<file path="config.mk">
export PLATFORM = sky130hd
export DESIGN_NAME = wallace_mac_16
export DESIGN_NICKNAME = d
export VERILOG_FILES = /design/src/rtl/wallace_mac_16.sv
export SDC_FILE = /design/constraint.sdc
export NUM_CORES = 1
export LEC_CHECK = 0
export BUFFER_PORTS_ARGS = -buffer_cell sky130_fd_sc_hd__buf_4
export CORE_MARGIN = 1.5
export CORE_UTILIZATION = 59
export DETAILED_ROUTE_END_ITERATION = 8
export PLACE_DENSITY = 0.86
export SLEW_MARGIN = 10
export SYNTH_ARGS = -nofsm -noshare
export SYNTH_HDL_FRONTEND = slang
export SYNTH_SLANG_ARGS = --single-unit
</file>
<file path="constraint.sdc">
create_clock -name clk -period 7.8 [get_ports clk]
set_input_delay 0.78 -clock clk [delete_from_list [all_inputs] [get_ports clk]]
set_output_delay 0.78 -clock clk [all_outputs]
set_load 0.01 [all_outputs]
</file>
<file path="src/rtl/wallace_mac_16.sv">
// Pipelined 16x16 unsigned multiply-accumulate built around a Wallace-tree multiplier.
// Optional macro WALLACE_MAC_SATURATE_EN clamps the accumulator on carry-out instead of wrapping.

module wallace_16bit (
  input  logic [15:0] a,
  input  logic [15:0] b,
  output logic [31:0] mul
);

  // Full-adder reduction of three rows into a sum row and a left-shifted carry row.
  function automatic logic [63:0] csa(input logic [31:0] x, input logic [31:0] y,
                                      input logic [31:0] z);
    logic [31:0] s;
    logic [31:0] c;
    s = x ^ y ^ z;
    c = ((x & y) | (x & z) | (y & z)) << 1;
    return {s, c};
  endfunction

  logic [31:0] l0 [16];
  logic [31:0] l1 [11];
  logic [31:0] l2 [8];
  logic [31:0] l3 [6];
  logic [31:0] l4 [4];
  logic [31:0] l5 [3];
  logic [31:0] l6 [2];

  // Row counts per level: 16 -> 11 -> 8 -> 6 -> 4 -> 3 -> 2, then one carry-propagate add.
  always_comb begin
    for (int i = 0; i < 16; i++) begin
      l0[i] = b[i] ? ({16'h0000, a} << i) : 32'h0;
    end
    for (int i = 0; i < 5; i++) begin
      {l1[2*i], l1[2*i+1]} = csa(l0[3*i], l0[3*i+1], l0[3*i+2]);
    end
    l1[10] = l0[15];
    for (int i = 0; i < 3; i++) begin
      {l2[2*i], l2[2*i+1]} = csa(l1[3*i], l1[3*i+1], l1[3*i+2]);
    end
    l2[6] = l1[9];
    l2[7] = l1[10];
    for (int i = 0; i < 2; i++) begin
      {l3[2*i], l3[2*i+1]} = csa(l2[3*i], l2[3*i+1], l2[3*i+2]);
    end
    l3[4] = l2[6];
    l3[5] = l2[7];
    for (int i = 0; i < 2; i++) begin
      {l4[2*i], l4[2*i+1]} = csa(l3[3*i], l3[3*i+1], l3[3*i+2]);
    end
    {l5[0], l5[1]} = csa(l4[0], l4[1], l4[2]);
    l5[2] = l4[3];
    {l6[0], l6[1]} = csa(l5[0], l5[1], l5[2]);
    mul = l6[0] + l6[1];
  end

endmodule

module wallace_mac_16 #(
  parameter int unsigned ACC_W = 40,
  parameter int unsigned CNT_W = 8
) (
  input  logic             clk,
  input  logic             rst,
  input  logic             clr,
  input  logic             in_valid,
  input  logic [15:0]      in_a,
  input  logic [15:0]      in_b,
  input  logic             in_last,
  output logic             out_valid,
  output logic [ACC_W-1:0] out_acc,
  output logic [CNT_W-1:0] out_count,
  output logic             out_ovf
);

  logic [15:0]      a1_q, b1_q;
  logic             last1_q, v1_q;
  logic [31:0]      mul;
  logic [31:0]      prod2_q;
  logic             last2_q, v2_q;
  logic [ACC_W-1:0] acc_q;
  logic [CNT_W-1:0] cnt_q;
  logic             ovf_q;

  logic [ACC_W:0]   sum;
  logic             carry;
  logic [ACC_W-1:0] acc_upd;
  logic [CNT_W-1:0] cnt_inc;

  wallace_16bit u_mul (
    .a   (a1_q),
    .b   (b1_q),
    .mul (mul)
  );

  always_comb begin
    sum     = {1'b0, acc_q} + {{(ACC_W - 31){1'b0}}, prod2_q};
    carry   = sum[ACC_W];
`ifdef WALLACE_MAC_SATURATE_EN
    // Once clamped, every further non-zero term carries again, so the clamp is self-holding.
    acc_upd = carry ? {ACC_W{1'b1}} : sum[ACC_W-1:0];
`else
    acc_upd = sum[ACC_W-1:0];
`endif
    cnt_inc = (&cnt_q) ? cnt_q : cnt_q + {{(CNT_W - 1){1'b0}}, 1'b1};
  end

  always_ff @(posedge clk or posedge rst) begin
    if (rst) begin
      a1_q      <= '0;
      b1_q      <= '0;
      last1_q   <= 1'b0;
      v1_q      <= 1'b0;
      prod2_q   <= '0;
      last2_q   <= 1'b0;
      v2_q      <= 1'b0;
      acc_q     <= '0;
      cnt_q     <= '0;
      ovf_q     <= 1'b0;
      out_valid <= 1'b0;
      out_acc   <= '0;
      out_count <= '0;
      out_ovf   <= 1'b0;
    end else if (clr) begin
      // Result registers deliberately keep the last completed dot product.
      v1_q      <= 1'b0;
      v2_q      <= 1'b0;
      acc_q     <= '0;
      cnt_q     <= '0;
      ovf_q     <= 1'b0;
      out_valid <= 1'b0;
    end else begin
      v1_q <= in_valid;
      if (in_valid) begin
        a1_q    <= in_a;
        b1_q    <= in_b;
        last1_q <= in_last;
      end
      v2_q <= v1_q;
      if (v1_q) begin
        prod2_q <= mul;
        last2_q <= last1_q;
      end
      out_valid <= v2_q & last2_q;
      if (v2_q) begin
        if (last2_q) begin
          out_acc   <= acc_upd;
          out_count <= cnt_inc;
          out_ovf   <= ovf_q | carry;
          acc_q     <= '0;
          cnt_q     <= '0;
          ovf_q     <= 1'b0;
        end else begin
          acc_q <= acc_upd;
          cnt_q <= cnt_inc;
          ovf_q <= ovf_q | carry;
        end
      end
    end
  end

endmodule

</file>
==> impl_results.md <==
- Max-slew violation count: 0
- Top cell family by delay on the critical path: adder cells
- Vias per Instance: 5.746
- Category of the worst setup path capture point: flop
- Post-CTS resize count: 0
- Initial cell density of the core: 60.36%
- Critical Path AT: 6.69 ns
- Maximum number of pins on one net before global-route repair: 106
- Slew headroom: 27.85%
- Final hold vios: 0
- Routed WL per cell: 17.26 um
- Hold-fix buffers at CTS: 0
- Skew final: 0.01902 ns
- Clock root buffer: sky130_fd_sc_hd__clkbuf_16
- Final setup violation count: 0
- Pre-Repair DR Iteration Count: 9
- Area growth syn-to-layout: 9.043%
- Number of cells on the worst hold path: 2
- Number of nets in the layout: 2040
- Overall die width: 166.5 um
- Sum of routed wire length over all layers: 35.19 mm
- Antenna violations before repair: 0
- Count of pins on the block boundary: 87
- Area of the die: 27720 um2
- Number of enable-type register cells in the synthesized netlist: 0
- Async SR Flop Fraction: 100.0%
- Multi-input gate area: 10650 um2
- Cell type with the largest total area after synthesis: sky130_fd_sc_hd__dfrtp_1
- Core Region: 26130 um2
- Post-synthesis sequential area ratio: 26.50%
- Clock latency on the worst-skew pair: 0.44 ns
- Number of placement rows: 59
- Netlist Area Pre-Place: 15770 um2
- Setup repair after global routing missed its margin: no
- RD Place Congestion: 0.9057
- Ys Warns: 0
- Nets in the synthesized netlist: 2004
- Register Area: 4179 um2
- Min Clock Period, post-route: 6.422 ns
- Biggest cell delay along the critical path: 0.78 ns
- Reported max-cap violation count: 0
- Filler cells: 1986
- HPWL reported at the end of detailed placement: 26.35 mm
- Deepest clock path buffer count: 2
- Vias in the first global route: 12298
- # diodes: 0
- Cell variety after synth: 60
- Period utilization: 82.33%
- Clock transition at the registers of the reported paths: 0.08 ns
- Final Core Density: 65.81%
- Top flip-flop cell by instance count after synthesis: sky130_fd_sc_hd__dfrtp_1
- R2R depth: 18
- Maximum level of the CTS H-tree: 4
- Vias post-DR: 11716
- GRT overflow: 0
- Layout cell share with drive strength beyond 1: 10.33%
- Violations in the final reports: design-rule violations
- Max Freq: 155.7 MHz
- Post-Route Setup TNS: 0 ns
- Post-synthesis area per instance: 9.530 um2
- Run status: complete, but fails checks
- Crit path max fanout: 17
- Count of antenna-violating nets left after detailed routing: 0
- Port Buffers: 86
- Flops & latches, synth: 167
- Clock tree from TritonCTS: built
- Remaining routing DRC violations: 11
- Portion of synthesized cell area occupied by the leading cell type: 26.50%
- Most area-consuming cells after synthesis: sky130_fd_sc_hd__dfrtp_1, sky130_fd_sc_hd__fa_1, sky130_fd_sc_hd__ha_1, sky130_fd_sc_hd__nand2_1, sky130_fd_sc_hd__and2_1
- CP Data Required Time: 8.07 ns
- Category of the most critical setup path: reg2reg
- Postcts setup bufs: 0
- Crit. path cell count: 18
- Hold Path Class: reg2reg
- Wire length of the first global-routing pass: 59.80 mm
- Global-route total usage across every layer: 26.65%
- Gate count of the mapped netlist: 1655
- Starting DRC count in detailed routing: 909
- Most frequent cell on the critical path: sky130_fd_sc_hd__fa_1
- Type of origin of the critical path: flop
- Sequence of cells on the critical path: nand2_1 > fa_1 > fa_1 > fa_1 > fa_1 > fa_1 > inv_1 > fa_1 > ha_1 > a21o_1 > a221oi_1 > o22ai_1 > a21oi_1 > a21oi_1 > a21o_1 > a21oi_1 > xor2_1 > o21ai_0
- Crit path max-delay cell type: sky130_fd_sc_hd__dfrtp_1
- Clock buffers created by TritonCTS: 17
- Chip height: 166.5 um
- Tightest Pin Transition: 1.080 ns
- TritonCTS sink count: 167
- Crit path buffers/inverters: 1
## worst reg2reg max path, cell delays in order (launching register included)
cell	delay [ns]
sky130_fd_sc_hd__dfrtp_1	0.78
sky130_fd_sc_hd__nand2_1	0.20
sky130_fd_sc_hd__fa_1	0.62
sky130_fd_sc_hd__fa_1	0.47
sky130_fd_sc_hd__fa_1	0.52
sky130_fd_sc_hd__fa_1	0.52
sky130_fd_sc_hd__fa_1	0.50
sky130_fd_sc_hd__inv_1	0.05
sky130_fd_sc_hd__fa_1	0.44
sky130_fd_sc_hd__ha_1	0.39
sky130_fd_sc_hd__a21o_1	0.20
sky130_fd_sc_hd__a221oi_1	0.35
sky130_fd_sc_hd__o22ai_1	0.15
sky130_fd_sc_hd__a21oi_1	0.23
sky130_fd_sc_hd__a21oi_1	0.19
sky130_fd_sc_hd__a21o_1	0.21
sky130_fd_sc_hd__a21oi_1	0.18
sky130_fd_sc_hd__xor2_1	0.18
sky130_fd_sc_hd__o21ai_0	0.10
## per-stage QoR
stage / setup slack [ns] / hold WS (ns) / std cells / area, um2
finish: 1.378 / 0.4709 / 2039 / 17200
global route: 1.117 / 0.4961 / 2039 / 17200
CTS: 1.447 / 0.4700 / 2039 / 17200
detailed placement: 1.520 / 0.4637 / 2007 / 16610
global placement: 1.674 / 0.4485 / 2007 / 16610
floorplan: 2.012 / 0.4348 / 1655 / 15770
## path summary, 6_finish.rpt
| check | startpoint | to | slack (ns) |
|---|---|---|---|
| worst max-delay path | b1_q[11]$_DFFE_PP0P_ | prod2_q[27]$_DFFE_PP0P_ | 1.38 |
| worst min register to register | last1_q$_DFFE_PP0P_ | last2_q$_DFFE_PP0P_ | 0.47 |
| worst max register to register | b1_q[11]$_DFFE_PP0P_ | prod2_q[27]$_DFFE_PP0P_ | 1.38 |
| min in group asynchronous | rst | out_valid$_DFF_PP0_ | 0.55 |
| max in group asynchronous | rst | prod2_q[27]$_DFFE_PP0P_ | 5.91 |
| worst min-delay path | last1_q$_DFFE_PP0P_ | last2_q$_DFFE_PP0P_ | 0.47 |
## layout by cell type, fill, tap and decap left out, drive strengths merged, types with 6 or more instances in the layout
master,n
nand2,279
fa,202
inv,188
dfrtp,167
and2,148
o21ai,128
ha,110
buf,90
a21oi,69
nor2,36
mux2,34
xor2,31
xnor2,30
a21o,23
clkbuf,19
nand3,17
a31oi,14
o31ai,11
nand2b,10
and3,10
o21a,9
nor2b,8
nor3,7
nand4,6
o21bai,6
## cell families after synthesis
family	count (synthesis)	share of synthesized area (%)
AND/OR/NAND/NOR	537	16.32
flip-flops	167	26.50
XOR/XNOR	61	3.387
adder cells (fa/ha/maj)	312	34.36
AO/OA/AOI/OAI	288	10.87
buffers and inverters	255	6.076
multiplexers	35	2.491
## routing by layer
layer | global-route usage [%] | routed length, um
met1 | 34.58 | 14890
met2 | 44.78 | 16990
met3 | 6.369 | 2691
met4 | 7.747 | 617
met5 | 0 | 0
## sequential cells by signal, indices dropped and copies added, names as in the netlist, 8 cells and up
register / cells
out_acc: 40
cnt_q: 8
acc_q: 40
prod2_q: 32
out_count: 8
a1_q: 16
b1_q: 16
## synth_stat cells, drive strengths merged (9+ instances only)
master  count
o21a        9
nor2       36
and3       10
nand2b     10
a21oi      69
xor2       31
a21o       23
nand2     279
mux2       34
xnor2      30
o21ai     128
ha        110
clkbuf     69
o31ai      11
inv       181
fa        202
and2      148
nand3      17
dfrtp     167
a31oi      14
## area by class of cell
| cell class | instances | share of cell area [%] |
|---|---|---|
| clock buffer | 19 | 2.633 |
| inverter | 182 | 4.001 |
| tap | 335 | 2.437 |
| clock inverter | 13 | 0.7639 |
| multi-input combinational | 1233 | 61.94 |
| timing repair buffer | 90 | 3.928 |
| sequential | 167 | 24.30 |
Power is not shown: default switching activity piles up to over one toggle a cycle in this logic, so the estimate is an artifact.
